### config.mk
export PLATFORM = sky130hd
export DESIGN_NAME = add_sub_csl_unit
export DESIGN_NICKNAME = d
export VERILOG_FILES = /design/src/rtl/add_sub_csl_unit.sv
export SDC_FILE = /design/constraint.sdc
export NUM_CORES = 1
export LEC_CHECK = 0
export ABC_AREA = 1
export CORE_MARGIN = 1
export CORE_UTILIZATION = 57
export DETAILED_ROUTE_END_ITERATION = 10
export GPL_ROUTABILITY_DRIVEN = 0
export MAX_ROUTING_LAYER = met4
export PLACE_DENSITY = 0.9
export RECOVER_POWER = 50
export SLEW_MARGIN = 20
export SYNTH_ARGS = -nofsm -noshare
export SYNTH_HDL_FRONTEND = slang
export SYNTH_SLANG_ARGS = --single-unit
### constraint.sdc
create_clock -name clock -period 2.42 [get_ports clock]
set_input_delay 0.242 -clock clock [delete_from_list [all_inputs] [get_ports clock]]
set_output_delay 0.242 -clock clock [all_outputs]
set_load 0.005 [all_outputs]
### src/rtl/add_sub_csl_unit.sv
// add_sub_csl_unit: single-cycle ALU slice (ADD, SUB, rotate-left, transfer A)
// with one registered output stage for result and flags.
// Optional build macro ADD_SUB_CSL_NZ_FLAGS_EN adds registered negative and
// zero flag outputs; with it undefined those ports and their logic are absent.
module add_sub_csl_unit #(
    parameter int WIDTH = 16
) (
    input  logic             clock,
    input  logic             reset,
    input  logic             valid_in,
    input  logic [1:0]       op,
    input  logic [WIDTH-1:0] a,
    input  logic [WIDTH-1:0] b,
    output logic [WIDTH-1:0] result,
    output logic             carry,
    output logic             overflow,
    output logic             valid_out
`ifdef ADD_SUB_CSL_NZ_FLAGS_EN
    ,
    output logic             negative,
    output logic             zero
`endif
);

    localparam int SHW = $clog2(WIDTH);

    typedef enum logic [1:0] {
        OP_ADD  = 2'b00,
        OP_SUB  = 2'b01,
        OP_CSL  = 2'b10,
        OP_XFRA = 2'b11
    } op_e;

    // Arithmetic: SUB is a + ~b + 1, so bit WIDTH of the wide sum is the
    // "no borrow" flag, which is exactly the a >= b carry convention.
    logic [WIDTH:0]     w_add_sum;
    logic [WIDTH:0]     w_sub_sum;
    logic [SHW-1:0]     w_rot_amt;
    logic [2*WIDTH-1:0] w_rot_dbl;
    logic [WIDTH-1:0]   w_rot;

    assign w_add_sum = {1'b0, a} + {1'b0, b};
    assign w_sub_sum = {1'b0, a} + {1'b0, ~b} + {{WIDTH{1'b0}}, 1'b1};

    // Rotate by shifting a doubled copy; the upper half is the rotated word,
    // and an amount of zero falls out naturally with no special case.
    assign w_rot_amt = b[SHW-1:0];
    assign w_rot_dbl = {a, a} << w_rot_amt;
    assign w_rot     = w_rot_dbl[2*WIDTH-1:WIDTH];

    logic [WIDTH-1:0] w_result;
    logic             w_carry;
    logic             w_overflow;

    // Select result and flags for the requested operation.
    always_comb begin
        // NOTE: every output gets a default first so no path leaves a value
        // unassigned, which would otherwise infer a latch.
        w_result   = a;
        w_carry    = 1'b0;
        w_overflow = 1'b0;
        unique case (op_e'(op))
            OP_ADD: begin
                w_result   = w_add_sum[WIDTH-1:0];
                w_carry    = w_add_sum[WIDTH];
                w_overflow = (a[WIDTH-1] == b[WIDTH-1]) &&
                             (w_add_sum[WIDTH-1] != a[WIDTH-1]);
            end
            OP_SUB: begin
                w_result   = w_sub_sum[WIDTH-1:0];
                w_carry    = w_sub_sum[WIDTH];
                w_overflow = (a[WIDTH-1] != b[WIDTH-1]) &&
                             (w_sub_sum[WIDTH-1] != a[WIDTH-1]);
            end
            OP_CSL: begin
                // Last bit rotated out lands in result[0]; no bit moves when n=0.
                w_result = w_rot;
                w_carry  = (w_rot_amt != '0) ? w_rot[0] : 1'b0;
            end
            OP_XFRA: begin
                w_result = a;
            end
            default: begin
                w_result = a;
            end
        endcase
    end

    logic [WIDTH-1:0] r_result;
    logic             r_carry;
    logic             r_overflow;
    logic             r_valid;

    // Output register: reset clears everything, valid loads, idle holds.
    always_ff @(posedge clock) begin
        // NOTE: sequential state uses non-blocking assignment so all
        // registers update together from pre-edge values.
        if (reset) begin
            r_result   <= '0;
            r_carry    <= 1'b0;
            r_overflow <= 1'b0;
            r_valid    <= 1'b0;
        end else begin
            r_valid <= valid_in;
            if (valid_in) begin
                r_result   <= w_result;
                r_carry    <= w_carry;
                r_overflow <= w_overflow;
            end
        end
    end

    assign result    = r_result;
    assign carry     = r_carry;
    assign overflow  = r_overflow;
    assign valid_out = r_valid;

`ifdef ADD_SUB_CSL_NZ_FLAGS_EN
    logic r_negative;
    logic r_zero;

    // Negative/zero flags follow the same load/hold/reset rules as carry.
    always_ff @(posedge clock) begin
        if (reset) begin
            r_negative <= 1'b0;
            r_zero     <= 1'b0;
        end else if (valid_in) begin
            r_negative <= w_result[WIDTH-1];
            r_zero     <= (w_result == '0);
        end
    end

    assign negative = r_negative;
    assign zero     = r_zero;
`endif

endmodule

==> results of run 1 <==
routing by layer:
metal  track usage [%]  share of wire [%]  routed length, um  up-vias
li1                  -                  -                  -     2357
met1              45.9                 38               4820     2208
met2              60.2                 44               5580      387
met3              7.52                 12               1540       90
met4              19.9                6.5                826        0
met5                 -                  0                  0        -
placed cells by master (no fill, tap or decap), types with 2 or more instances in the layout:
cell             netlist  routed
o21a_1                 2       2
nor2_2                 3       4
a31oi_1                2       2
clkdlybuf4s50_1        0      36
a21oi_1               30      30
nand2_2                9       9
nand2_1              163     163
nand3_1              152     152
nor2_1                61      60
clkinv_1               2       2
dfxtp_1               19      19
fa_1                   2       2
o21ai_0               30      29
ha_1                  33      33
inv_2                  5       5
a21oi_2                8       8
nand3_2                7       7
o21ai_1                4       5
o211ai_1               5       5
nand3b_1               4       4
nor3_1                 4       4
buf_4                  3      34
o21bai_1               5       5
nand4_1                7       7
clkbuf_8               2       3
dlygate4sd3_1          0      19
inv_1                 75      75
stage by stage:
step | hold slack, ns | TNS (ns)
2_1_floorplan | 0.453 | 0
3_3_place_gp | 0.459 | 0
3_5_place_dp | 0.463 | -0.0535
4_1_cts | 0.474 | 0
5_1_grt | 0.499 | 0
6_report | 0.472 | 0
critical path: cells and delay by family:
kind | cells | cell delay [ns]
buf+inv | 3 | 0.60
simple gates | 9 | 0.93
compound gates | 1 | 0.07
fa+ha+maj | 2 | 0.54
what timing repair did:
| item | in CTS | in global routing |
|---|---|---|
| resized for setup | 0 | 2 |
| setup buffers | 0 | 0 |
| endpoints found under the setup margin | 0 | 4 |
worst max path at each step:
stage	startpoint	endpoint	slack [ns]
after global placement	a[0]	result[10]$_SDFFE_PP0P_	0.03
final	a[0]	result[10]$_SDFFE_PP0P_	0.18
after CTS	a[0]	result[10]$_SDFFE_PP0P_	0.24
after floorplan	b[3]	result[12]$_SDFFE_PP0P_	0.35
after detailed placement	a[0]	result[10]$_SDFFE_PP0P_	-0.03
after global routing	a[0]	result[10]$_SDFFE_PP0P_	0.02
state kept, by name (all words and copies together) (netlist names):
register and cells:
overflow 1, carry 1, result 16, valid_out 1
cell type report:
class                   instances  area (sq um)
clock buffers                   4          45.0
multi-input cells             542          2870
repair buffers                 89           806
flip-flops and latches         19           380
inverters                      84           323
well taps                      77          96.3
fillers                       580          1870
kinds of logic after synthesis:
kind of cell,count (synthesis),share of synthesized area [%]
compound gates,90,13.8
xor+xnor,1,0.231
fa+ha+maj,35,11.9
buf+inv,115,14.4
flops,19,10.0
simple gates,416,49.6
where the power goes:
part / switching (mW) / internal (mW)
Sequential: 0.0118 / 0.339
Combinational: 0.583 / 0.362
Clock: 0.108 / 0.117
==> run_results.csv, run 1 <==
group,metric,value,unit
run_status,outcome,"finished clean",
routing,post_drt_wl_per_cell,15.7,um
final_layout,drive_gt1_share,10.2,%
floorplanning,die-area,6990,sq um
placed_design,dpl.cell_count,811,
yosys,postSynthCellCount,676,
critical_path,path_cells,"clkdlybuf4s50_1, inv_1, ha_1, inv_1, fa_1, nand2_1, nand2_1, nand3_1, nand2_1, nand2_1, nand3_1, nand3_1, nand3_1, nor2_1, a21oi_1",
global_routing,antenna_found_initial,0,
placed_design,hpwl,10200,um
cts,holdBufCountCts,0,
final_layout,finalCoreUtilization,70.8,%
routing,drcViolationCount,0,
sta,fin_crit,2.24,ns
global_routing,first_global_vias,4691,
worst_hold_path,hp-class,"reg2reg",
yosys,avgSynthCellArea,5.61,sq um
sta,slew-limit-headroom,72.1,%
yosys,yosysUniqueCellTypes,42,
yosys,yosys_most_used_dff,"dfxtp_1",
final_layout,finish.net_count,811,
critical_path,cp_data_arrival_time,2.38,ns
sta,finalSetupViolations,0,
placed_design,portBuffers,55,
cts,worstSkewPairLatency,0.26,ns
sta,tightest_slew,0.419,ns
critical_path,r2r_start,"result[3]$_SDFFE_PP0P_",
routing,drt-pass1-iter-count,8,
routing,drtAntennaViolNets,0,
critical_path,required,2.56,ns
critical_path,critPathCaptureType,"register",
critical_path,crit-reg2reg-capture,"result[3]$_SDFFE_PP0P_",
yosys,syn_area,3790,sq um
power_and_ir_drop,power_density,336,nW/um^2
power_and_ir_drop,finalPower,1.52,mW
cts,cts_tree,"done",
cts,htreeDepth,1,
global_routing,overflow,0,
global_routing,grt_first_pass_wirelength,21300,um
sta,max_freq,446,MHz
floorplanning,io_pins,56,
final_layout,fin_cells,815,
run,drv_cap,0,
sta,timing.final.ws_setup,0.179,ns
placed_design,dp_slack,-0.0308,ns
floorplanning,die_h,83.6,um
worst_hold_path,min_from,"result[2]$_SDFFE_PP0P_",
sta,drv_slew,0,
final_layout,final_area,4520,sq um
yosys,netlist.area_leader.share,20.0,%
placed_design,placed_cell_area,4470,sq um
yosys,synth_common_cells,"nand2_1 (163), nand3_1 (152), inv_1 (75)",
cts,cts.clk_slew.worst_paths,0.07,ns
yosys,yosysWarnings,0,
yosys,async_flop_share,0,%
global_routing,grt_use_total,38.1,%
cts,cts_root_buffer,"clkbuf_8",
critical_path,worstSetupPathType,"in2reg",
routing,vias,5042,
sta,fin_crit_sh,92.6,%
cts,clock_path_buffers,2,
yosys,synthTopCellsByArea,"nand3_1 (20%), nand2_1 (16%), ha_1 (11%)",
routing,first_iter_violations,536,
sta,final-hold-violation-count,0,
yosys,yosysSeqAreaShare,10.0,%
yosys,syn_nets,748,
critical_path,reg2reg_depth,4,
critical_path,critPathMaxFanout,4,
yosys,yosysTopAreaCell,"nand3_1",
final_layout,area_delta_synth_final,19.1,%
worst_hold_path,hold_depth,2,
yosys,synth_edf_count,0,
floorplanning,initial_core_util,59.4,%
routing,wl,12800,um
floorplanning,dieWidth,83.6,um
cts,cts.sinks,19,
yosys,yosysMostFrequentCell,"nand2_1",
critical_path,cp_slowest_cell,"clkdlybuf4s50_1",
floorplanning,coreArea,6390,sq um
sta,clock-skew-final,0,ns
sta,rsz0062_at_grt,"false",
critical_path,max_stage_delay,0.45,ns
worst_hold_path,hold_end,"result[2]$_SDFFE_PP0P_",
power_and_ir_drop,ir_drop,0.306,mV
floorplanning,rows,29,
power_and_ir_drop,leakage,2.29,nW
routing,vias_per_cell,6.19,
final_layout,n_antenna_cell,0,
yosys,synth_seq_cells,19,
cts,numCtsBuffers,3,
critical_path,r2r_slack,1.74,ns
critical_path,crit_path_start_kind,"input port",
global_routing,grt_max_degree,28,
No activity file was read; power rests on OpenSTA's default activity.
==> inputs of run 2 (changes only) <==
CORE_ASPECT_RATIO = 1.4   (was default)
==> run 2 against run 1 <==
The flow now finishes with violations (DRC). Sequential share of layout area is 0.17 points lower. Utilization is 2.0 points higher. Highest routed layer unchanged. Register-to-register slack worse by 0.02 ns. Design area is 2.0% higher. First-iteration DRC count is 12% lower. Non-clock buffer count is 13 higher. Worst hold slack worse by 0.042 ns. Wire length is 4.4% higher. Total power is 2.1% higher. Die area hardly changed. Worst setup slack better by 0.0012 ns. Final cell count is 0.98% higher.
==> run_results.csv, run 2 (synthesis results as in run 1) <==
group,metric,value,unit
run_status,outcome,"finished, violations left",
run_status,violations,"DRC",
placed_design,portBuffers,55,
final_layout,final-seq-area,380,sq um
run,drv_cap,0,
global_routing,grt_use_total,39.7,%
floorplanning,coreArea,6340,sq um
routing,drtAntennaViolNets,0,
critical_path,worstSetupPathType,"in2reg",
critical_path,critPathCaptureType,"register",
final_layout,drive_gt1_share,11.7,%
cts,cts.clk_slew.worst_paths,0.07,ns
power_and_ir_drop,ir_drop,0.289,mV
sta,finalSetupViolations,0,
sta,whs,0.430,ns
critical_path,cp_data_arrival_time,2.42,ns
critical_path,path_cells,"clkdlybuf4s50_1, inv_2, ha_1, a21oi_1, nand2_1, nand2_1, nand2_1, nand2_1, nand2_1, nand2_1, nand3_1, nand2_1, nand3_1, a21oi_1",
worst_hold_path,hp-class,"in2reg",
critical_path,critical_path.top_delay_family,"simple AND/OR/NAND/NOR gates",
final_layout,finalCoreUtilization,72.8,%
sta,clock-skew-final,0,ns
sta,fin_crit_sh,92.5,%
critical_path,crit_path_start_kind,"input port",
global_routing,grt_first_pass_wirelength,21600,um
final_layout,area_delta_synth_final,21.6,%
final_layout,fin_cells,823,
global_routing,first_global_vias,4821,
cts,numCtsBuffers,3,
routing,post_drt_wl_per_cell,16.2,um
routing,vias_per_cell,6.22,
global_routing,overflow,0,
global_routing,antenna_found_initial,0,
floorplanning,die_h,98.5,um
critical_path,required,2.60,ns
placed_design,dpl.cell_count,819,
cts,worstSkewPairLatency,0.25,ns
floorplanning,die-area,6990,sq um
routing,vias,5115,
final_layout,finish.net_count,824,
floorplanning,io_pins,56,
sta,slew-limit-headroom,66.2,%
cts,clock_path_buffers,2,
cts,htreeDepth,1,
routing,drt-pass1-iter-count,10,
sta,rsz0062_at_grt,"false",
critical_path,critPathMaxFanout,6,
sta,fin_crit,2.24,ns
placed_design,hpwl,10600,um
final_layout,final_common_cell,"nand2_1",
cts,cts_root_buffer,"clkbuf_8",
critical_path,timing.critical_path.buf_inv,2,
critical_path,max_stage_delay,0.50,ns
final_layout,multi_input_area,2870,sq um
floorplanning,rows,34,
cts,holdBufCountCts,0,
final_layout,final_cell_mix,"nand2_1 (163), nand3_1 (152), inv_1 (75), nor2_1 (61), buf_4 (47)",
critical_path,cp_common_cell,"nand2_1",
critical_path,cp_slowest_cell,"clkdlybuf4s50_1",
cts,cts.sinks,19,
global_routing,grt_max_degree,28,
final_layout,final.fill_count,527,
sta,max_freq,447,MHz
sta,final-hold-violation-count,0,
power_and_ir_drop,leakage,2.37,nW
sta,drv_slew,0,
cts,cts_tree,"done",
floorplanning,dieWidth,71.0,um
final_layout,largest_reg_flops,16,
routing,wl,13300,um
sta,tightest_slew,0.506,ns
final_layout,n_antenna_cell,0,
floorplanning,initial_core_util,59.9,%
routing,drcViolationCount,2,
power_and_ir_drop,power_density,336,nW/um^2
routing,first_iter_violations,471,
-- run 2: changes by cell type in the layout (fill, tap and decap cells not counted), sizes merged --
cell	change
buf	+13
clkbuf	-1
clkinv	+1
dlygate4sd3	-1
dlymetal6s2s	+1
-- run 2: final timing paths --
path / to / startpoint / slack (ns) / cells after the start
hold reg to reg: carry$_SDFFE_PP0P_ / carry$_SDFFE_PP0P_ / 0.48 / 2
setup / recovery: result[15]$_SDFFE_PP0P_ / b[2] / 0.18 / 14
setup reg to reg: result[2]$_SDFFE_PP0P_ / result[2]$_SDFFE_PP0P_ / 1.72 / 2
hold / removal: result[0]$_SDFFE_PP0P_ / a[0] / 0.43 / 5
-- run 2: metal layers --
layer	track usage (%)	vias to the layer above	share of wire, %
met2	68.7	354	48
met4	25.4	0	6.8
li1	-	2387	-
met1	41.5	2286	36
met5	-	-	0
met3	6.03	88	9.2
-- run 2: layout make-up --
| class | instances | area share, % |
|---|---|---|
| clock buffer | 3 | 0.895 |
| sequential | 19 | 8.25 |
| inverter | 84 | 7.00 |
| tap | 72 | 1.95 |
| clock inverter | 1 | 0.108 |
| timing repair buffer | 102 | 19.6 |
| multi-input combinational | 542 | 62.2 |
-- run 2: worst register-to-register path, stage by stage (launching register included) --
cell and delay (ns):
dfxtp_1 0.36, nand2_1 0.07, a21oi_1 0.19
-- run 2: repair_timing --
action,CTS,global route
gates resized for setup,0,2
endpoints found under the setup margin,0,4
setup buffers,0,0
-- run 2: metrics by stage --
step	setup TNS (ns)	total power [mW]	setup WS (ns)	area, sq um
finish	0	1.55	0.181	4610
global route	0	1.66	0.00551	4610
CTS	0	1.53	0.216	4610
detailed placement	-0.159	1.31	-0.0361	4560
global placement	0	1.28	0.000633	4560
floorplan	0	0.964	0.354	3790
-- run 2: power by group --
part | internal, mW | switching (mW)
Clock | 0.114 | 0.108
Sequential | 0.339 | 0.0124
Combinational | 0.388 | 0.591
